`src/rtl/imem_pkg.sv`:
```
// Shared types and helpers for the instruction-memory fetch unit.
//   imem_state_t : CLEAR (post-reset RAM wipe), RUN (fetch service), PROG (program load)
//   DEF_NOP_WORD : default clear value, also returned on a faulted fetch
//   is_aligned   : true when a byte address is word aligned (low two bits zero)
package imem_pkg;

  typedef enum logic [1:0] {
    CLEAR = 2'd0,
    RUN   = 2'd1,
    PROG  = 2'd2
  } imem_state_t;

  localparam logic [31:0] DEF_NOP_WORD = 32'h0000_0000;

  function automatic logic is_aligned(input logic [1:0] addr_lsb);
    return addr_lsb == 2'b00;
  endfunction

endpackage

```
`src/rtl/imem_fetch_if.sv`:
```
// Bus bundle between the core (master) and the instruction memory (slave).
//   fetch_req/fetch_addr/fetch_gnt          : fetch request channel
//   instr_valid/instr_ready/instr/instr_fault : fetch result channel
//   prog_en/prog_we/prog_addr/prog_data/prog_err : program-load port
//   busy                                    : memory not serving fetches
interface imem_fetch_if #(
  parameter int DATA_W = 32,
  parameter int ADDR_W = 8
);
  logic              fetch_req;
  logic [ADDR_W-1:0] fetch_addr;
  logic              fetch_gnt;
  logic              instr_valid;
  logic              instr_ready;
  logic [DATA_W-1:0] instr;
  logic              instr_fault;
  logic              prog_en;
  logic              prog_we;
  logic [ADDR_W-1:0] prog_addr;
  logic [DATA_W-1:0] prog_data;
  logic              prog_err;
  logic              busy;

  modport master (
    output fetch_req, fetch_addr, instr_ready, prog_en, prog_we, prog_addr, prog_data,
    input  fetch_gnt, instr_valid, instr, instr_fault, prog_err, busy
  );

  modport slave (
    input  fetch_req, fetch_addr, instr_ready, prog_en, prog_we, prog_addr, prog_data,
    output fetch_gnt, instr_valid, instr, instr_fault, prog_err, busy
  );
endinterface

```
`src/rtl/imem_ram.sv`:
```
// Single-port synchronous RAM holding the instruction words.
//   clk   : rising-edge clock
//   we    : write wdata at idx (takes precedence over re)
//   re    : read idx into rdata; rdata holds its value when re is low
//   idx   : word index
//   wdata : write data
//   rdata : registered read data
module imem_ram
  import imem_pkg::*;
#(
  parameter int DATA_W = 32,
  parameter int DEPTH  = 64,
  parameter int IDX_W  = 6
) (
  input  logic              clk,
  input  logic              we,
  input  logic              re,
  input  logic [IDX_W-1:0]  idx,
  input  logic [DATA_W-1:0] wdata,
  output logic [DATA_W-1:0] rdata
);

  logic [DATA_W-1:0] mem [DEPTH];

  always_ff @(posedge clk) begin
    if (we) begin
      mem[idx] <= wdata;
    end else if (re) begin
      rdata <= mem[idx];
    end
  end

endmodule

```
`src/rtl/imem_fetch_unit.sv`:
```
// Run-time programmable instruction memory with a 1-cycle fetch handshake.
// After reset the RAM is wiped to NOP_WORD, one word per cycle; the core can
// then fetch (result one cycle after grant, held until consumed) or hold the
// memory in program-load mode to write new contents.
//   clk, reset : clock and synchronous active-high reset
//   bus        : imem_fetch_if slave side (fetch, result, program-load, busy)
module imem_fetch_unit
  import imem_pkg::*;
#(
  parameter int                DATA_W   = 32,
  parameter int                ADDR_W   = 8,
  parameter int                DEPTH    = 2 ** (ADDR_W - 2),
  parameter logic [DATA_W-1:0] NOP_WORD = DATA_W'(DEF_NOP_WORD)
) (
  input  logic         clk,
  input  logic         reset,
  imem_fetch_if.slave  bus
);

  localparam int IDX_W = ADDR_W - 2;

  imem_state_t       state, state_nxt;
  logic [IDX_W-1:0]  clr_idx;
  logic              clr_last;
  logic [IDX_W-1:0]  fetch_idx, prog_idx;
  logic              fetch_bad, prog_bad;
  logic              drained;
  logic              gnt;
  logic              ram_we, ram_re;
  logic [IDX_W-1:0]  ram_idx;
  logic [DATA_W-1:0] ram_wdata, ram_rdata;
  logic              prog_err_d;
  logic              vld_p1, fault_p1, prog_err_p1;

  // No wrap-around: an index past the populated words is a fault, not an alias.
  function automatic logic idx_oob(input logic [IDX_W-1:0] idx);
    return 32'(idx) >= 32'(DEPTH);
  endfunction

  assign fetch_idx = bus.fetch_addr[ADDR_W-1:2];
  assign prog_idx  = bus.prog_addr[ADDR_W-1:2];
  assign fetch_bad = !is_aligned(bus.fetch_addr[1:0]) || idx_oob(fetch_idx);
  assign prog_bad  = !is_aligned(bus.prog_addr[1:0]) || idx_oob(prog_idx);
  assign clr_last  = 32'(clr_idx) == 32'(DEPTH - 1);
  // The hold register is free when empty or being emptied this cycle.
  assign drained   = !vld_p1 || bus.instr_ready;

  always_ff @(posedge clk) begin
    if (reset) begin
      state       <= CLEAR;
      clr_idx     <= '0;
      vld_p1      <= 1'b0;
      fault_p1    <= 1'b0;
      prog_err_p1 <= 1'b0;
    end else begin
      state <= state_nxt;
      if (state == CLEAR) begin
        clr_idx <= clr_idx + IDX_W'(1);
      end
      if (gnt) begin
        vld_p1   <= 1'b1;
        fault_p1 <= fetch_bad;
      end else if (bus.instr_ready) begin
        vld_p1 <= 1'b0;
      end
      prog_err_p1 <= prog_err_d;
    end
  end

  always_comb begin
    state_nxt = state;
    case (state)
      CLEAR:   if (clr_last) state_nxt = RUN;
      RUN:     if (bus.prog_en && drained) state_nxt = PROG;
      PROG:    if (!bus.prog_en) state_nxt = RUN;
      default: state_nxt = CLEAR;
    endcase
  end

  // The single RAM port is shared: CLEAR/PROG write, RUN reads.
  always_comb begin
    gnt        = 1'b0;
    ram_we     = 1'b0;
    ram_re     = 1'b0;
    ram_idx    = fetch_idx;
    ram_wdata  = NOP_WORD;
    prog_err_d = 1'b0;
    case (state)
      CLEAR: begin
        ram_we  = 1'b1;
        ram_idx = clr_idx;
      end
      RUN: begin
        gnt    = bus.fetch_req && !bus.prog_en && drained;
        ram_re = gnt && !fetch_bad;
      end
      PROG: begin
        if (bus.prog_en && bus.prog_we) begin
          if (prog_bad) begin
            prog_err_d = 1'b1;
          end else begin
            ram_we    = 1'b1;
            ram_idx   = prog_idx;
            ram_wdata = bus.prog_data;
          end
        end
      end
      default: ;
    endcase
  end

  imem_ram #(
    .DATA_W (DATA_W),
    .DEPTH  (DEPTH),
    .IDX_W  (IDX_W)
  ) u_ram (
    .clk   (clk),
    .we    (ram_we),
    .re    (ram_re),
    .idx   (ram_idx),
    .wdata (ram_wdata),
    .rdata (ram_rdata)
  );

  // ---- stage p1: result hold (RAM rdata is only refreshed on a granted read) ----
  assign bus.fetch_gnt   = gnt;
  assign bus.instr_valid = vld_p1;
  assign bus.instr_fault = fault_p1;
  assign bus.instr       = (vld_p1 && !fault_p1) ? ram_rdata : NOP_WORD;
  assign bus.prog_err    = prog_err_p1;
  assign bus.busy        = state != RUN;

endmodule

```
`src/flat_wrapper.sv`:
```
// flat-port wrapper written by rule: the top's interface ports become plain ports
module imem_fetch_unit_flat import imem_pkg::*;
#(
  parameter int                DATA_W   = 32,
  parameter int                ADDR_W   = 8,
  parameter int                DEPTH    = 2 ** (ADDR_W - 2),
  parameter logic [DATA_W-1:0] NOP_WORD = DATA_W'(DEF_NOP_WORD)
)
  (clk, reset, bus_fetch_req, bus_fetch_addr, bus_instr_ready, bus_prog_en, bus_prog_we, bus_prog_addr, bus_prog_data, bus_fetch_gnt, bus_instr_valid, bus_instr, bus_instr_fault, bus_prog_err, bus_busy);
  imem_fetch_if #(.DATA_W(DATA_W), .ADDR_W(ADDR_W)) bus_i ();
  input  logic clk;
  input  logic reset;
  input wire logic [$bits(bus_i.fetch_req)-1:0] bus_fetch_req;
  input wire logic [$bits(bus_i.fetch_addr)-1:0] bus_fetch_addr;
  input wire logic [$bits(bus_i.instr_ready)-1:0] bus_instr_ready;
  input wire logic [$bits(bus_i.prog_en)-1:0] bus_prog_en;
  input wire logic [$bits(bus_i.prog_we)-1:0] bus_prog_we;
  input wire logic [$bits(bus_i.prog_addr)-1:0] bus_prog_addr;
  input wire logic [$bits(bus_i.prog_data)-1:0] bus_prog_data;
  output wire logic [$bits(bus_i.fetch_gnt)-1:0] bus_fetch_gnt;
  output wire logic [$bits(bus_i.instr_valid)-1:0] bus_instr_valid;
  output wire logic [$bits(bus_i.instr)-1:0] bus_instr;
  output wire logic [$bits(bus_i.instr_fault)-1:0] bus_instr_fault;
  output wire logic [$bits(bus_i.prog_err)-1:0] bus_prog_err;
  output wire logic [$bits(bus_i.busy)-1:0] bus_busy;
  assign bus_i.fetch_req = bus_fetch_req;
  assign bus_i.fetch_addr = bus_fetch_addr;
  assign bus_i.instr_ready = bus_instr_ready;
  assign bus_i.prog_en = bus_prog_en;
  assign bus_i.prog_we = bus_prog_we;
  assign bus_i.prog_addr = bus_prog_addr;
  assign bus_i.prog_data = bus_prog_data;
  assign bus_fetch_gnt = bus_i.fetch_gnt;
  assign bus_instr_valid = bus_i.instr_valid;
  assign bus_instr = bus_i.instr;
  assign bus_instr_fault = bus_i.instr_fault;
  assign bus_prog_err = bus_i.prog_err;
  assign bus_busy = bus_i.busy;
  imem_fetch_unit #(.DATA_W(DATA_W), .ADDR_W(ADDR_W), .DEPTH(DEPTH), .NOP_WORD(NOP_WORD)) u_core (.clk(clk), .reset(reset), .bus(bus_i));
endmodule
```
`config.mk`:
```
export PLATFORM = sky130hd
export DESIGN_NAME = imem_fetch_unit_flat
export DESIGN_NICKNAME = d
export VERILOG_FILES = /design/src/rtl/imem_pkg.sv /design/src/rtl/imem_fetch_if.sv /design/src/rtl/imem_ram.sv /design/src/rtl/imem_fetch_unit.sv /design/src/flat_wrapper.sv
export SDC_FILE = /design/constraint.sdc
export NUM_CORES = 2
export LEC_CHECK = 0
export BUFFER_PORTS_ARGS = -buffer_cell sky130_fd_sc_hd__buf_2
export CAP_MARGIN = 15
export CELL_PAD_IN_SITES_DETAIL_PLACEMENT = 1
export CELL_PAD_IN_SITES_GLOBAL_PLACEMENT = 2
export CORE_UTILIZATION = 42
export CTS_BUF_LIST = sky130_fd_sc_hd__clkbuf_4
export DETAILED_ROUTE_END_ITERATION = 10
export PLACE_DENSITY_LB_ADDON = 0.1
export SYNTH_ARGS = -nofsm -noshare
export SYNTH_HDL_FRONTEND = slang
export SYNTH_HIERARCHICAL = 1
export SYNTH_SLANG_ARGS = --single-unit
```
`constraint.sdc`:
```
create_clock -name clk -period 7.8 [get_ports clk]
set_clock_uncertainty 0.05 [all_clocks]
set_input_delay 1.95 -clock clk [delete_from_list [all_inputs] [get_ports clk]]
set_output_delay 1.95 -clock clk [all_outputs]
set_load 0.005 [all_outputs]
```
==> key figures <==
Route
  • Via/cell ratio: 6.16
  • First drt pass iteration count: 6
  • Post-route ant nets: 0
  • Iter 0 DRT Violations: 5510
  • Routed WL: 277000 µm
  • DRC viols: 0
  • Via count: 49.6k
  • Routed WL per cell: 34.4 µm

Clock tree
  • Root Driver: clkbuf_4
  • Clk sink count: 2091
  • Clk Latency, worst-skew pair: 1360 ps
  • Cts repair resizes: 0
  • Clk pin slew, worst setup/hold paths: 70 ps
  • Hold-fix buffers, CTS: 0
  • Setup Buffers After CTS: 0
  • CTS tree: done
  • CTS H-tree depth: 6
  • Num CTS Buffers: 574
  • Clock Path Buffers: 4

Placement
  • Placer Congestion: 0.861
  • Buffers on Ports: 90
  • DP Area: 85300 µm²
  • Hpwl dp: 163000 µm

Finish
  • Most frequent cells in the layout: edfxtp_1, clkbuf_4, a221oi_1, a22oi_1, mux2i_1
  • Commonest non-fill, non-tap cell in the layout: edfxtp_1
  • Area growth, synth to finish: 14.5%
  • Fillers: 18.2k
  • # nets final: 5225
  • Final Cell Area: 92200 µm²
  • Share of cells above drive strength 1: 0.265

STA
  • Final Setup Violations: 0
  • Fin. Hold Viols: 0
  • Total Neg Setup Slack: 0 ps
  • Final Max Tran Viols: 0
  • Unrepaired setup endpoints after global routing: false
  • Tcrit/Tclk final: 0.731
  • Min cycle time layout: 5700 ps
  • Tightest Pin Transition: 1250 ps
  • Max frequency: 175 MHz
  • Slew HR: 0.158

Worst hold path
  • Worst min-delay path category: reg2reg
  • Worst min-delay path startpoint: u_core/clr_idx[1]

Power and ir drop
  • Power per cell area: 251 nW/µm²
  • Leak: 33.6 nW
  • Peak supply drop: 0.115 mV

Job
  • MaxCap Viol Count: 0

Floorplan
  • Row cnt: 160
  • Chip width: 440 µm
  • # IOs: 91
  • Initial Util: 0.423
  • Die area: 193000 µm²
  • Die span in y: 440 µm
  • Core area: 190000 µm²

Yosys
  • Ys flop type: edfxtp_1
  • Syn Inst Count: 4619
  • Synth warn: 6
  • Area leader, netlist: edfxtp_1
  • Netlist Area Pre-Place: 80500 µm²
  • Synthesized area per cell: 17.4 µm²
  • Number of synthesized flops with an enable pin: 2080
  • Synth area leaders: edfxtp_1, a221oi_1, mux2i_1
  • Synth Net Count: 4674
  • Share of the synthesized area in the top cell type: 0.776
  • Synth unique cells: 67
  • Seq/Total Area, Yosys: 0.779
  • Async set-reset flop share out of synthesis: 0
  • #FFs+latches synth: 2091

Global routing
  • Initial antenna violation count: 15
  • Congestion Overflow GR: 0
  • Pin count of the biggest net entering global routing: 116
  • Vias in the first global route: 50.5k
  • First-pass GRT wire length: 388000 µm
  • GRT Util Overall: 0.285

Run status
  • Status: finished clean

Worst setup path
  • Crit Path Class: in2reg
  • Critical Path RT: 8850 ps
  • Element type at the critical path end: register
  • Worst R2R Start: u_core/state[0]
  • CP arrival: 6750 ps
  • Critical Path Start: bus_prog_addr[0]
  • Max FO, Critical Path: 115
  • CP Launch Type: input port
==> metal layers <==
| layer | track usage | share of wire | wire length, µm | vias up |
|---|---|---|---|---|
| met4 | 0.0981 | 0.027 | 7360 | 2 |
| met1 | 0.403 | 0.43 | 121000 | 26400 |
| met3 | 0.0614 | 0.078 | 21500 | 351 |
| li1 | - | - | - | 20600 |
| met5 | 0 | 0.000025 | 7 | - |
| met2 | 0.438 | 0.46 | 128000 | 2217 |
==> state kept, by name, summed over array words and instances (netlist names) <==
signal / count
u_core/bus.instr_fault: 1
u_core/bus.instr_valid: 1
u_core/bus.prog_err: 1
u_core/clr_idx: 6
u_core/state: 2
u_core/u_ram/mem: 2048
u_core/u_ram/rdata: 32
==> worst max-delay path, stage by stage <==
cell,delay [ps]
buf_2,120
and4bb_1,610
nor3b_1,130
nor3_2,540
buf_12,330
nor2b_4,110
buf_12,190
a22oi_1,560
o22ai_1,180
a211oi_1,990
nand2_1,100
or3_1,390
==> stage by stage <==
stage	setup slack (ps)	hold slack, ps	total power [W]	std cells	util
finish	2100	483	0.0231	8058	0.485
global route	1850	511	0.0239	8056	0.485
CTS	2290	487	0.0234	8036	0.484
detailed placement	1060	477	0.0138	7103	0.449
global placement	1110	473	0.0138	7102	0.449
floorplan	1980	446	0.0132	4619	-
==> power breakdown <==
group	leakage [nW]	internal, W	total [W]	switching (W)
Sequential	23.6	0.0122	0.0123	0.0000141
Combinational	5.85	0.000362	0.00132	0.000963
Clock	4.11	0.00502	0.00954	0.00452
==> synthesized netlist by cell type (all sizes together) (3+ instances only) <==
cell type / n
edfxtp: 2080
a221oi: 322
a22oi: 293
nor2: 254
mux2i: 233
buf: 201
clkbuf: 157
o22ai: 157
o21ai: 120
mux2: 102
a21oi: 87
nand2: 75
nor3: 68
and2: 50
and3: 38
o221ai: 32
mux4: 28
nand4: 28
a221o: 26
nand3: 25
a211o: 24
a22o: 19
a31oi: 19
nor2b: 19
o211ai: 18
a211oi: 17
nand3b: 14
o22a: 14
a2111oi: 13
a222oi: 13
o211a: 13
dfxtp: 11
nand2b: 8
nor3b: 5
or3: 5
o31ai: 3
==> area by class of cell <==
type | count | area [µm²] | share of cell area
Antenna cell | 20 | 50.0 | 0.000543
Clock buffer | 835 | 6270 | 0.0680
Clock inverter | 98 | 515 | 0.00559
Inverter | 3 | 21.3 | 0.000231
Multi-Input combinational cell | 2167 | 16700 | 0.182
Sequential cell | 2091 | 62700 | 0.680
Tap cell | 2511 | 3140 | 0.0341
Timing Repair Buffer | 333 | 2740 | 0.0297
==> cells by family (layout without fill, tap and decap cells) <==
| group | count (synthesis) | in the layout | synth area share |
|---|---|---|---|
| buffers and inverters | 361 | 1269 | 0.0215 |
| XOR/XNOR | 2 | 2 | 0.000218 |
| AND/OR/NAND/NOR | 601 | 601 | 0.0364 |
| flip-flops | 2091 | 2091 | 0.779 |
| AO/OA/AOI/OAI | 1200 | 1200 | 0.112 |
| multiplexers | 363 | 363 | 0.0511 |
| other | 0 | 20 | 0 |
| adder cells (fa/ha/maj) | 1 | 1 | 0.000155 |
==> worst paths after layout <==
path / to / slack, ps / cells past startpoint
worst max-delay path: u_core/u_ram/rdata[27] / 2100 / 12
worst min-delay path: u_core/clr_idx[1] / 480 / 2
worst max register to register: u_core/u_ram/rdata[27] / 2220 / 11
worst min register to register: u_core/clr_idx[1] / 480 / 2
No activity file was read; power rests on OpenSTA's default activity.
